==> src/rtl/draw_image_scaled.sv <==
// draw_image_scaled: maps the current raster x/y onto a stored image in RAM,
// replicating each image pixel SCALE times in both directions, and turns the
// returned byte (grey or RGB332) into 24-bit colour with a fixed latency of
// RD_LAT+2 cycles. Samples outside the image window get BG_RGB.
`timescale 1ns/1ps
module draw_image_scaled #(
  parameter int                HRES         = 640,
  parameter int                VRES         = 480,
  parameter int                IMG_WIDTH    = 400,
  parameter int                IMG_HEIGHT   = 433,
  parameter int                ADDR_W       = 18,
  parameter logic [ADDR_W-1:0] BASE_ADDRESS = 'h10,
  parameter int                X0           = 0,
  parameter int                Y0           = 0,
  parameter int                SCALE        = 1,
  parameter int                RD_LAT       = 1,
  parameter logic [23:0]       BG_RGB       = 24'hFFFFFF
) (
  input  logic              clk,
  input  logic              rst_n,
  input  logic [9:0]        x,
  input  logic [9:0]        y,
  input  logic              active,
  input  logic              mode,
  input  logic [7:0]        q,
  output logic [ADDR_W-1:0] rdaddress,
  output logic [7:0]        red,
  output logic [7:0]        green,
  output logic [7:0]        blue,
  output logic              pix_valid
);

  // SCALE is a power of two, so the pixel-to-image divide is a shift.
  localparam int SH     = (SCALE == 4) ? 2 : (SCALE == 2) ? 1 : 0;
  // Control stages ahead of the output register: address reg + RAM latency.
  localparam int STG    = RD_LAT + 1;
  // Window end, clipped to the visible raster; columns/rows past the screen
  // edge never reach the RAM.
  localparam int X_WIN  = X0 + IMG_WIDTH * SCALE;
  localparam int Y_WIN  = Y0 + IMG_HEIGHT * SCALE;
  localparam int X_END  = (X_WIN < HRES) ? X_WIN : HRES;
  localparam int Y_END  = (Y_WIN < VRES) ? Y_WIN : VRES;

  typedef struct packed {
    logic act;
    logic win;
    logic mode;
  } ctl_t;

  ctl_t [STG-1:0]    pipe_q, pipe_d;
  logic [ADDR_W-1:0] rdaddress_q, rdaddress_d;
  logic [7:0]        red_q, red_d, green_q, green_d, blue_q, blue_d;
  logic              pix_valid_q, pix_valid_d;

  int                xi, yi, col, row;
  logic              in_win;
  logic [31:0]       addr_sum;
  ctl_t              last;

  // Window test, address generation and the control delay line.
  always_comb begin
    xi       = int'(x);
    yi       = int'(y);
    in_win   = (xi >= X0) && (xi < X_END) && (yi >= Y0) && (yi < Y_END);
    col      = (xi - X0) >>> SH;
    row      = (yi - Y0) >>> SH;
    addr_sum = 32'(BASE_ADDRESS) + 32'(row * IMG_WIDTH) + 32'(col);
    rdaddress_d = rdaddress_q;
    if (active && in_win) rdaddress_d = addr_sum[ADDR_W-1:0];
    pipe_d[0] = '{act: active, win: in_win, mode: mode};
    for (int i = 1; i < STG; i++) pipe_d[i] = pipe_q[i-1];
  end

  // Colour formatting for the sample whose RAM data is arriving now.
  always_comb begin
    last        = pipe_q[STG-1];
    red_d       = 8'h00;
    green_d     = 8'h00;
    blue_d      = 8'h00;
    pix_valid_d = last.act;
    if (last.act) begin
      if (!last.win) begin
        red_d   = BG_RGB[23:16];
        green_d = BG_RGB[15:8];
        blue_d  = BG_RGB[7:0];
      end else if (last.mode) begin
        red_d   = {q[7:5], q[7:5], q[7:6]};
        green_d = {q[4:2], q[4:2], q[4:3]};
        blue_d  = {q[1:0], q[1:0], q[1:0], q[1:0]};
      end else begin
        red_d   = q;
        green_d = q;
        blue_d  = q;
      end
    end
  end

  // State registers; reset empties the delay line so the first L cycles
  // after release come out as blank, invalid pixels.
  always_ff @(posedge clk or negedge rst_n) begin
    if (!rst_n) begin
      pipe_q      <= '0;
      rdaddress_q <= BASE_ADDRESS;
      red_q       <= 8'h00;
      green_q     <= 8'h00;
      blue_q      <= 8'h00;
      pix_valid_q <= 1'b0;
    end else begin
      pipe_q      <= pipe_d;
      rdaddress_q <= rdaddress_d;
      red_q       <= red_d;
      green_q     <= green_d;
      blue_q      <= blue_d;
      pix_valid_q <= pix_valid_d;
    end
  end

  assign rdaddress = rdaddress_q;
  assign red       = red_q;
  assign green     = green_q;
  assign blue      = blue_q;
  assign pix_valid = pix_valid_q;

endmodule

==> config.mk <==
export PLATFORM = sky130hd
export DESIGN_NAME = draw_image_scaled
export DESIGN_NICKNAME = d
export VERILOG_FILES = /design/src/rtl/draw_image_scaled.sv
export SDC_FILE = /design/constraint.sdc
export NUM_CORES = 1
export LEC_CHECK = 0
export CAP_MARGIN = 20
export CORE_MARGIN = 10
export CORE_UTILIZATION = 45
export CTS_CLUSTER_DIAMETER = 200
export DETAILED_ROUTE_END_ITERATION = 6
export PLACE_DENSITY = 0.73
export SLEW_MARGIN = 20
export SYNTH_ARGS = -nofsm -noshare
export SYNTH_HDL_FRONTEND = slang
export SYNTH_SLANG_ARGS = --single-unit
==> constraint.sdc <==
create_clock -name clk -period 1.4 [get_ports clk]
set_input_delay 0.28 -clock clk [delete_from_list [all_inputs] [get_ports clk]]
set_output_delay 0.28 -clock clk [all_outputs]
set_load 0.05 [all_outputs]
==> flow_metrics.py <==
metrics = {
    "power_and_ir_drop": {
        "fin_total_pwr_w": 0.008832,
        "power.leakage_nw": 2.649,
        "p_int_w": 0.005128,
        "cellPowerDensity_nw_per_um2": 1470,
        "combPwrFrac": 0.660,
        "power.switching_w": 0.003704,
        "peakVddDrop_mv": 1.109,
        "switching_share": 0.4193,
        "seqPwrFrac": 0.219,
        "p_clk_frac": 0.122,
    },
    "floorplan": {
        "die_w_um": 104.3,
        "dieArea_um2": 10870,
        "start_util": 0.4678,
        "core_um2": 6832,
        "ios": 75,
        "rows": 30,
        "die_y_um": 104.3,
    },
    "critical_path": {
        "setup.worst_path.start": "y[3]",
        "slowest_stage": "fa_1",
        "critPathMaxFanout": 6,
        "crit_buf_inv": 4,
        "max_stage_delay_ns": 0.51,
        "path_class": "primary input to flop",
        "cp_top_family": "adder cells",
        "r2r_start": "last[1]",
        "arrival_ns": 3.24,
        "rrSetupSlack_ns": 0.09,
        "end_kind": "flop",
        "cp.required_ns": 1.63,
        "startpoint_type": "primary input",
        "path_cells": "buf_8 -> buf_4 -> ha_1 -> ha_4 -> fa_1 -> ha_4 -> o21ai_4 -> buf_4 -> o211ai_1 -> nand4_4 -> buf_6 -> or4_1 -> a31oi_1",
    },
    "routing": {
        "drt_iter0_markers": 196,
        "first_pass_iters": 5,
        "drc_errors": 0,
        "vias_per_cell": 5.567,
        "via_count": 3123,
        "drt_wl_total_um": 11900,
        "drtAntennaViolNets": 0,
        "post_drt_wl_per_cell_um": 21.21,
    },
    "min_path": {
        "hp-start": "x[4]",
        "worstHoldPathType": "primary input to flop",
    },
    "sta": {
        "hold_viol": 0,
        "skew_ns": 0.002989,
        "slew_viol_final": 0,
        "setup_viol": 17,
        "worst_slack_ns": -1.616,
        "grt_setup_unrepaired": "true",
        "fin_crit_ns": 3.016,
        "slew-limit-headroom": 0.6794,
        "tightestPinTransition_ns": 0.4809,
        "max_freq_mhz": 331.5,
        "finalCritPeriodShare": 2.155,
    },
    "run": {
        "max_cap_violations": 0,
    },
    "global_routing": {
        "grt_pass1_wl_um": 17170,
        "grt_pass1_vias": 3353,
        "antenna_found_initial": 0,
        "gr-total-overflow": 0,
        "grt_max_degree": 25,
        "grt_use_total": 0.1916,
    },
    "clocking": {
        "clock_sinks": 49,
        "htree_levels": 2,
        "numCtsBuffers": 5,
        "cts.path.max_buffers": 2,
        "cts-root-buf": "clkbuf_8",
        "clk_pin_slew_worst_paths_ns": 0.09,
        "cts_tree": "built",
        "clk_latency_ns": 0.30,
    },
    "synthesis": {
        "async_flop_share": 1.000,
        "synth_top_cell_area_share": 0.3759,
        "syn_area_um2": 3196,
        "synth_commonest_cells": "ha_1, dfrtp_1, nand2_1, inv_1, a21oi_1",
        "synth_nets": 410,
        "synth_ff_type": "dfrtp_1",
        "syn_avg_cell_area_um2": 9.893,
        "ys_warn_count": 0,
        "synth_area_leaders": "dfrtp_1, ha_1, nand2_1, a21oi_1, fa_1",
        "synth_seq_area_share": 0.3841,
        "yosys.area.top_type": "dfrtp_1",
        "postSynthCellCount": 323,
        "yosysUniqueCellTypes": 43,
        "synth_seq_cells": 49,
        "synth_edf_count": 0,
        "synth_most_common_cell": "ha_1",
    },
    "final_layout": {
        "area_growth_pct": 88.02,
        "multi_input_area_um2": 2581,
        "final-seq-area_um2": 1227,
        "stdcell_area_um2": 6008,
        "fillers": 282,
        "drive_gt1_frac": 0.5118,
        "antennaDiodeCount": 0,
        "fin_nets": 551,
    },
    "placement": {
        "dp_hpwl_um": 7511,
        "io_buffers": 74,
        "postPlaceCellArea_um2": 5274,
        "gp_congestion": 0.8563,
    },
    "status": {
        "violations": "setup timing",
        "status": "finished with violations",
    },
}
worst reg2reg max path, stage by stage (launching register included):
cell	delay, ns
dfrtp_1	0.50
buf_4	0.23
o21ai_0	0.17
a21oi_1	0.20
nor2_1	0.08
flip-flops by register name (all words and copies together) (netlist names):
| signal | count |
|---|---|
| pipe_d | 3 |
| pix_valid_d | 1 |
| blue | 8 |
| rdaddress | 18 |
| green | 8 |
| red | 8 |
| last | 2 |
| pix_valid | 1 |
final timing paths:
| path | endpoint | depth (start not counted) |
|---|---|---|
| max reg2reg | green[1] | 4 |
| min reg2reg | pix_valid_d | 0 |
| max in group asynchronous | rdaddress[2] | 3 |
| min in group asynchronous | blue[1] | 2 |
| min | rdaddress[4] | 4 |
| max | rdaddress[14] | 13 |
final cells by class:
type	instances	share of cell area
Multi-Input combinational cell	232	0.4296
Tap cell	96	0.01999
Clock inverter	2	0.006247
Clock buffer	6	0.01374
Sequential cell	49	0.2043
Inverter	32	0.02541
Timing Repair Buffer	144	0.3007
layout by cell type (no fill, tap or decap), types with 5 or more instances in the layout:
master and n:
nor2_1 12, nand2_1 29, buf_4 48, o21ai_0 5, a31oi_1 7, nand2b_1 9, a21oi_1 22, buf_6 20
clkbuf_8 6, clkdlybuf4s50_1 15, o21ai_1 6, nand2_2 9, ha_1 9, inv_1 19, buf_12 46, dfrtp_1 48
ha_4 38, inv_2 9
power by group through the flow:
stage	Clock (W)	Combinational (W)	Sequential, W
floorplan	0	0.00193	0.00263
global placement	0	0.00452	0.00193
detailed placement	0	0.00464	0.00195
CTS	0.00107	0.00522	0.00193
global route	0.00115	0.00610	0.00195
finish	0.00107	0.00583	0.00193
cells by family (layout without fill, tap and decap cells):
family / after synthesis / in the layout / synth area share
xor+xnor: 13 / 13 / 0.03994
simple gates: 89 / 89 / 0.1472
compound gates: 75 / 75 / 0.1472
buf+inv: 42 / 184 / 0.05208
fa+ha+maj: 55 / 55 / 0.2294
flops: 49 / 49 / 0.3841
what timing repair did:
| action | CTS | global route |
|---|---|---|
| pin swaps | 52 | 33 |
| gates resized for setup | 118 | 31 |
| hold buffers | 1 | 0 |
| hold endpoints to repair | 13 | 0 |
| setup endpoints to repair | 19 | 18 |
| buffers inserted | 10 | 6 |
layer usage:
layer	GRT usage	wire length [um]	part of all wire
met1	0.2039	4410	0.37
met3	0.06382	818	0.069
met4	0.04274	356	0.030
met5	0	0	0
met2	0.3541	6314	0.53
metrics by stage:
step	hold slack (ns)	setup TNS (ns)	instances	setup slack (ns)	util
final	0.3464	-14.11	561	-1.616	0.8795
after CTS	0.3567	-13.76	556	-1.602	0.8562
after global placement	0.2319	-28.20	537	-2.239	0.7720
after floorplan	-0.01559	-12.12	323	-1.534	-
after detailed placement	0.2305	-29.22	537	-2.324	0.7720
after global routing	0.3621	-14.85	561	-1.643	0.8795
Power figures use the tool's default switching activity.
